$ cat src/rtl/spi_mem_responder.sv
// SPI mode-0 responder with a DEPTH-byte register memory; 17-bit frames {op, addr[7:0], data[7:0]}.
// Optional write protect input wp is enabled by defining SPI_MEM_WR_PROTECT_EN.
module spi_mem_responder #(
  parameter int DEPTH       = 32,
  parameter int SYNC_STAGES = 2
) (
  input  logic clk,
  input  logic rst,
  input  logic sclk,
  input  logic cs_n,
  input  logic mosi,
`ifdef SPI_MEM_WR_PROTECT_EN
  input  logic wp,
`endif
  output logic miso,
  output logic done,
  output logic err
);

  localparam int         AW     = (DEPTH > 1) ? $clog2(DEPTH) : 1;
  localparam logic [8:0] DEPTH9 = 9'(DEPTH);

  typedef enum logic [2:0] {IDLE, ADDR, WDATA, RDATA, FINISH} state_t;

  logic [SYNC_STAGES-1:0] sclk_sync, cs_sync, mosi_sync;
  logic                   sclk_d, cs_d;
  logic                   sclk_s, cs_s, mosi_s;
  logic                   sclk_rise, sclk_fall, cs_fall;

  state_t     state;
  logic [3:0] cnt;
  logic [6:0] sr;
  logic       op_q;
  logic [7:0] addr_q;
  logic [7:0] tx;
  logic [7:0] mem [DEPTH];

  logic [7:0] addr_nx, data_nx;
  logic       nx_in_range, in_range, wr_block;

  assign sclk_s    = sclk_sync[SYNC_STAGES-1];
  assign cs_s      = cs_sync[SYNC_STAGES-1];
  assign mosi_s    = mosi_sync[SYNC_STAGES-1];
  assign sclk_rise = sclk_s & ~sclk_d;
  assign sclk_fall = ~sclk_s & sclk_d;
  assign cs_fall   = cs_d & ~cs_s;

  assign addr_nx     = {sr, mosi_s};
  assign data_nx     = {sr, mosi_s};
  assign nx_in_range = ({1'b0, addr_nx} < DEPTH9);
  assign in_range    = ({1'b0, addr_q} < DEPTH9);
`ifdef SPI_MEM_WR_PROTECT_EN
  assign wr_block    = wp;
`else
  assign wr_block    = 1'b0;
`endif

  // cs_n synchroniser resets low so a select already held low across reset
  // never looks like a falling edge; a frame needs a genuine high-to-low.
  always_ff @(posedge clk or negedge rst) begin
    if (!rst) begin
      sclk_sync <= '0;
      cs_sync   <= '0;
      mosi_sync <= '0;
      sclk_d    <= 1'b0;
      cs_d      <= 1'b0;
    end else begin
      sclk_sync <= {sclk_sync[SYNC_STAGES-2:0], sclk};
      cs_sync   <= {cs_sync[SYNC_STAGES-2:0], cs_n};
      mosi_sync <= {mosi_sync[SYNC_STAGES-2:0], mosi};
      sclk_d    <= sclk_s;
      cs_d      <= cs_s;
    end
  end

  always_ff @(posedge clk or negedge rst) begin
    if (!rst) begin
      state  <= IDLE;
      cnt    <= '0;
      sr     <= '0;
      op_q   <= 1'b0;
      addr_q <= '0;
      tx     <= '0;
      miso   <= 1'b0;
      done   <= 1'b0;
      err    <= 1'b0;
      for (int unsigned i = 0; i < DEPTH; i++) mem[i] <= '0;
    end else begin
      done <= 1'b0;
      err  <= 1'b0;
      case (state)
        IDLE: begin
          miso <= 1'b0;
          if (cs_fall) begin
            state <= ADDR;
            cnt   <= '0;
            sr    <= '0;
          end
        end
        ADDR, WDATA, RDATA: begin
          if (cs_s) begin
            state <= IDLE;
            done  <= 1'b1;
            err   <= 1'b1;
            miso  <= 1'b0;
          end else if (state == ADDR) begin
            if (sclk_rise) begin
              sr <= {sr[5:0], mosi_s};
              if (cnt == 4'd0) op_q <= mosi_s;
              if (cnt == 4'd8) begin
                addr_q <= addr_nx;
                cnt    <= '0;
                if (op_q) begin
                  state <= WDATA;
                end else begin
                  state <= RDATA;
                  tx    <= nx_in_range ? mem[addr_nx[AW-1:0]] : '0;
                end
              end else begin
                cnt <= cnt + 4'd1;
              end
            end
          end else if (state == WDATA) begin
            if (sclk_rise) begin
              sr <= {sr[5:0], mosi_s};
              if (cnt == 4'd7) begin
                if (in_range && !wr_block) mem[addr_q[AW-1:0]] <= data_nx;
                state <= FINISH;
                done  <= 1'b1;
                err   <= ~in_range | wr_block;
              end else begin
                cnt <= cnt + 4'd1;
              end
            end
          end else begin
            if (sclk_fall) begin
              miso <= tx[7];
              tx   <= {tx[6:0], 1'b0};
            end
            if (sclk_rise) begin
              if (cnt == 4'd7) begin
                state <= FINISH;
                done  <= 1'b1;
                err   <= ~in_range;
                miso  <= 1'b0;
              end else begin
                cnt <= cnt + 4'd1;
              end
            end
          end
        end
        FINISH: begin
          miso <= 1'b0;
          if (cs_s) state <= IDLE;
        end
        default: state <= IDLE;
      endcase
    end
  end

endmodule

$ cat config.mk
export PLATFORM = sky130hd
export DESIGN_NAME = spi_mem_responder
export DESIGN_NICKNAME = d
export VERILOG_FILES = /design/src/rtl/spi_mem_responder.sv
export SDC_FILE = /design/constraint.sdc
export NUM_CORES = 1
export LEC_CHECK = 0
export CORE_MARGIN = 2
export CORE_UTILIZATION = 63
export DETAILED_ROUTE_END_ITERATION = 10
export PLACE_DENSITY = 0.84
export SLEW_MARGIN = 20
export SYNTH_ARGS = -nofsm -noshare
export SYNTH_HDL_FRONTEND = slang
export SYNTH_SLANG_ARGS = --single-unit
$ cat constraint.sdc
create_clock -name clk -period 2.7 [get_ports clk]
set_input_delay 0.54 -clock clk [delete_from_list [all_inputs] [get_ports clk]]
set_output_delay 0.54 -clock clk [all_outputs]
set_load 0.005 [all_outputs]
Word level (Yosys, flattened, before mapping)
Index checks and enable logic that the tools add are counted.
W data, S select, Z words.
- logic and storage cells: 153
- output and inout port bits: 3
- register bits: 298
- reductions and logical operators: 16
- equal/unequal tests: 21
- multiplexer cells: 54
- bitwise gates (word level): 10
- magnitude comparators: 5
- add/sub/neg operators: 1
- operators with widths (operator ; count):
    $bwmux W256 ; 1
    $mux W8 ; 10
    $bmux W8 S5 ; 1
    $demux W8 S5 ; 1
    $mux W7 ; 5
    $mux W4 ; 7
    $mux W3 ; 8
    $reduce_and A5 Y1 ; 4
    $mux W1 ; 17
    $lt A8 B6 Y1 const B ; 2
    $ne A3 B3 Y1 const B ; 5
    $ne A2 B2 Y1 const B ; 7
    $pmux W7 S2 ; 1
    $reduce_and A7 Y1 ; 2
    $ge A6 B6 Y1 const B ; 2
    $not A5 Y6 ; 2
    $pmux W3 S3 ; 1
    $ne A4 B4 Y1 const B ; 2
    $pmux W4 S2 ; 1
    $eq A3 B2 Y1 const B ; 2
    $lt A6 B1 Y1 const B ; 1
    $reduce_bool A2 Y1 ; 3
    $not A1 Y1 ; 5
    $add A4 B1 Y4 const B ; 1
    other kinds (14) ; 16

Longest topological paths before layout
- depth in word-level cells: 9
- mapped depth: 9
- gate-level depth less buffers: 7

Worst setup path after synthesis
Ideal clock, no wire load.
- kind: reg-to-reg
- start point: reg cnt[0]
- end point: reg mem[224] (netlist name)
- library setup time: 0.125 ns
- data arrival time: 2.156 ns
- stages on the path, launching flop included: 7
- slack: 0.419 ns
- period minus slack after synthesis: 2.281 ns
- path buffers: 0
- cell sequence: dfrtp_1 -> ha_1 -> nand3b_1 -> nor3_4 -> nand4_2 -> nor2_2 -> mux2_2
- cells in the longest elaborated chain, start to end: 2
- ends and longest elaborated chain (element ; RTL line ; RTL):
    start: declaration ; 31 ; logic [3:0] cnt;
    start signal: assignment ; 120 ; cnt <= cnt + 4'd1;
    start signal: assignment ; 132 ; cnt <= cnt + 4'd1;
    start signal: assignment ; 147 ; cnt <= cnt + 4'd1;
    $eq A4 B3 Y1 ; 126 ; if (cnt == 4'd7) begin
    $reduce_and A7 Y1 (no line) ; - ;
    end signal: indexed assignment ; 127 ; if (in_range && !wr_block) mem[addr_q[AW-1:0]] <= data_nx;
    end: declaration ; 36 ; logic [7:0] mem [DEPTH];
Every way passes these cells.
A chain may end at the register's enable or synchronous reset.

Worst setup path in the final report
- start point: reg sr[2]
- end point: reg tx[7]
- cells in the longest elaborated chain, start to end: 9
- elaborated cells between the ends (all ways): 10
- classes of those cells: order compare (1); mux (8); bitwise (1)
- ends and longest elaborated chain (element ; RTL line ; RTL):
    start: declaration ; 32 ; logic [6:0] sr;
    start signal: assignment ; 108 ; sr <= {sr[5:0], mosi_s};
    start signal: assignment ; 125 ; sr <= {sr[5:0], mosi_s};
    $not A5 Y6 (implied by the code) ; 117 ; tx <= nx_in_range ? mem[addr_nx[AW-1:0]] : '0;
    $bmux W8 S5 ; 117 ;
    $mux W8 (implied by the code) (2 in series) ; 117 ;
    $mux W8 * ; 117 ;
    $mux W8 * ; 113 ; if (op_q) begin
    $mux W8 * ; 110 ; if (cnt == 4'd8) begin
    $mux W8 * ; 107 ; if (sclk_rise) begin
    $mux W8 * ; 106 ; end else if (state == ADDR) begin
    end signal: assignment ; 117 ;
    end signal: assignment ; 138 ; tx <= {tx[6:0], 1'b0};
    end: declaration ; 35 ; logic [7:0] tx;
Mark *: on every way between the ends. The rest lies on a longest branch, timed or not. The select of a mux whose other input is x is not followed.

==> impl_metrics.yaml <==
synth:
  synth.area.top_cells: "dfrtp_1 54%, mux2_2 22%, mux4_2 10%"
  synth_edf_count: 0
  async_flop_share: 1.00
  yosysWarnings: 0
  synth.distinct_cells: 53
  syn-mean-instance-area_sq_um: 14.6
  netlist_instances: 938
  syn_area_sq_um: 13700
  synth_flop_cell: "dfrtp_1"
  yosysSeqAreaShare: 0.543
  yosys.area.top_type_share: 0.543
  synth_nets: 945
  synth_seq_cells: 298
  synth_largest_area_cell: "dfrtp_1"
die:
  dieWidth_um: 152
  core_area_sq_um: 21600
  row_count: 54
  chipHeight_um: 152
  ios: 8
  design.die.area_sq_um: 23000
  start_util: 0.635
place:
  port_buffers: 7
  placed_area_sq_um: 14300
  dp_hpwl_um: 19400
  place_congestion: 0.937
sta:
  rsz0062_at_grt: "no"
  post-route-period-util: 0.950
  timing.slew.headroom: 0.324
  hold_ws_ns: 0.344
  slew_viol_final: 0
  clock_skew_ns: 0.0126
  hold_viol_final: 0
  period_needed_ns: 2.56
  fmax_mhz: 390
  finalSetupViolations: 0
  final.setup.tns_ns: 0
  tightest_slew_ns: 1.01
grt:
  antenna_found_initial: 0
  grt_pass1_vias: 8630
  grtUsageMet2: 0.443
  grt_usage: 0.276
  grt-busiest-layer: "met2"
  grtUsageMet1: 0.396
  overflow: 0
  grt.met3_usage: 0.0443
  grt_pass1_wl_um: 48500
  grt_max_degree: 69
critical_path:
  rrSetupSlack_ns: 0.14
  cp.arrival_ns: 2.98
  critPathSlowestCell: "dfrtp_1"
  cpPeakStageDelay_ns: 1.01
  cp-start-kind: "flop"
  crit_chain: "inv_1 -> nor2_1 -> a221oi_1 -> a221oi_1 -> a21oi_1"
  worstReg2RegStart: "sr[2]$_DFFE_PN0P_"
  r2r-end: "tx[7]$_DFFE_PN0P_"
  crit_fanout: 24
  cp_top_family: "flip-flops"
  r2r_cells: 5
  crit_top_cell: "a221oi_1"
  critPathKind: "reg -> reg"
  crit_buf_inv: 1
  end_kind: "flop"
  cp.required_ns: 3.12
hold_path:
  min_path_type: "reg -> reg"
  hp-start: "sclk_sync[0]$_DFF_PN0_"
  min_path_cells: 0
  worstHoldEndpoint: "sclk_sync[1]$_DFF_PN0_"
power:
  power_mw: 10.0
  power.density_nw_per_um2: 651
  switchingPower_mw: 2.43
  p_clk_frac: 0.442
  p_int_mw: 7.61
  vdd_drop_max_mv: 0.611
  p_sw_frac: 0.242
  comb_power_share: 0.095
  power_leakage_nw: 7.18
  p_seq_frac: 0.464
finish:
  drive_gt1_frac: 0.478
  nets: 961
  design_area_sq_um: 15400
  antenna_cells: 0
  area_growth_pct: 12.3
detailed_routing:
  firstDrtPassIters: 5
  drtAntennaViolNets: 0
  drt_wl_total_um: 29700
  drc: 0
  viasPerCell: 6.50
  dr.first_iter.drc_count: 508
  wl_per_cell_um: 23.6
  vias: 8172
clock_network:
  clock-sinks: 298
  numCtsBuffers: 30
  ctsResizeCount: 0
  cts_tree: "done"
  root_buffer: "clkbuf_16"
  worstSkewPairLatency_ns: 0.56
  clkTransAtPathRegs_ns: 0.07
  htreeDepth: 1
  cts_buffer_depth: 3
run:
  cap_violations: 0
outcome:
  status: "finished clean"
==> cell usage after synthesis, types with 3 or more instances <==
library cell	instances
dfrtp_1	298
and2_1	3
o22ai_1	5
and3_1	5
mux2i_1	11
nand4b_1	4
a21oi_1	11
or3b_2	3
clkbuf_1	45
a32oi_1	4
nand2b_1	5
nor2b_1	4
mux2_2	268
nor2_1	14
buf_1	5
inv_1	12
nand3b_1	8
nor2_2	18
a21o_1	3
a221oi_1	7
mux4_2	63
nor2_4	6
nor3_1	4
nand2_1	37
a22oi_1	6
a211oi_1	3
nor4_1	3
o21ai_0	21
buf_2	18
nand3_1	8
nand4_1	3
a22o_1	4
o31ai_1	4
==> worst max-delay path by stage <==
stage	startpoint	end	slack, ns	cells after the start
2_1_floorplan	cnt[0]$_DFFE_PN0P_	mem[224]$_DFFE_PN0P_	0.42	6
3_3_place_gp	mosi_sync[1]$_DFF_PN0_	tx[7]$_DFFE_PN0P_	0.31	6
3_5_place_dp	cnt[0]$_DFFE_PN0P_	mem[222]$_DFFE_PN0P_	0.25	6
4_1_cts	cnt[0]$_DFFE_PN0P_	mem[81]$_DFFE_PN0P_	0.20	7
5_1_grt	cnt[0]$_DFFE_PN0P_	mem[81]$_DFFE_PN0P_	0.01	7
6_report	sr[2]$_DFFE_PN0P_	tx[7]$_DFFE_PN0P_	0.14	5
==> timing repair <==
action | CTS | global route
hold endpoints to repair | 62 | 0
hold buffers | 1 | 0
setup buffers | 0 | 0
==> power groups by stage <==
| stage | registers, mW | clock network, mW | logic, mW |
|---|---|---|---|
| 2_1_floorplan | 4.62 | 0 | 0.653 |
| 3_3_place_gp | 4.73 | 0 | 0.919 |
| 3_5_place_dp | 4.74 | 0 | 0.939 |
| 4_1_cts | 4.66 | 4.49 | 0.946 |
| 5_1_grt | 4.66 | 4.70 | 1.03 |
| 6_report | 4.65 | 4.43 | 0.950 |
==> layer usage <==
layer,wire length (um),up-vias
met5,0,-
met4,862,0
met3,1450,72
met2,14600,265
met1,12800,4334
li1,-,3501
==> layout make-up <==
| cell class | instances | area, sq um |
|---|---|---|
| Sequential cell | 298 | 7470 |
| Inverter | 12 | 45.0 |
| Fill cell | 1358 | 6200 |
| Clock inverter | 11 | 163 |
| Multi-Input combinational cell | 559 | 5940 |
| Clock buffer | 45 | 918 |
| Timing Repair Buffer | 53 | 536 |
| Tap cell | 280 | 350 |
==> cell usage in the layout (no fill, tap or decap), drive strengths merged, types with 3 or more instances in the layout <==
master,count
a211oi,3
a21o,3
a21oi,11
a221oi,7
a22o,4
a22oi,6
a32oi,4
and2,3
and3,5
buf,46
bufinv,4
clkbuf,45
clkdlybuf4s50,6
clkinv,4
clkinvlp,3
dfrtp,298
inv,12
mux2,268
mux2i,11
mux4,63
nand2,37
nand2b,5
nand3,8
nand3b,8
nand4,4
nand4b,4
nor2,38
nor2b,4
nor3,5
nor4,3
o21ai,22
o22ai,5
o31ai,4
or3b,4
==> worst register-to-register path: stages (launching register included) <==
cell      delay [ns]
dfrtp_1         1.01
inv_1           0.37
nor2_1          0.43
a221oi_1        0.18
a221oi_1        0.37
a21oi_1         0.08
==> cells by family after synthesis <==
kind of cell               share of synthesized area
muxes                                          0.331
adders and majority gates                    0.00182
buffers and inverters                         0.0241
AOI/OAI and AO/OA                             0.0406
and+or+nand+nor                               0.0593
DFF                                            0.543
==> sequential cells by signal, summed over array words and instances, names as in the netlist, 2 cells and up <==
register   cells
tx             8
addr_q         8
mem          256
sclk_sync      2
state          3
sr             7
cs_sync        2
mosi_sync      2
cnt            4
==> stage by stage <==
stage	setup slack [ns]	std cells	util
floorplan	0.419	938	-
global placement	0.311	1201	0.663
detailed placement	0.249	1201	0.663
CTS	0.204	1258	0.713
global route	0.0133	1258	0.713
finish	0.135	1258	0.713
No activity file was read; power rests on OpenSTA's default activity.
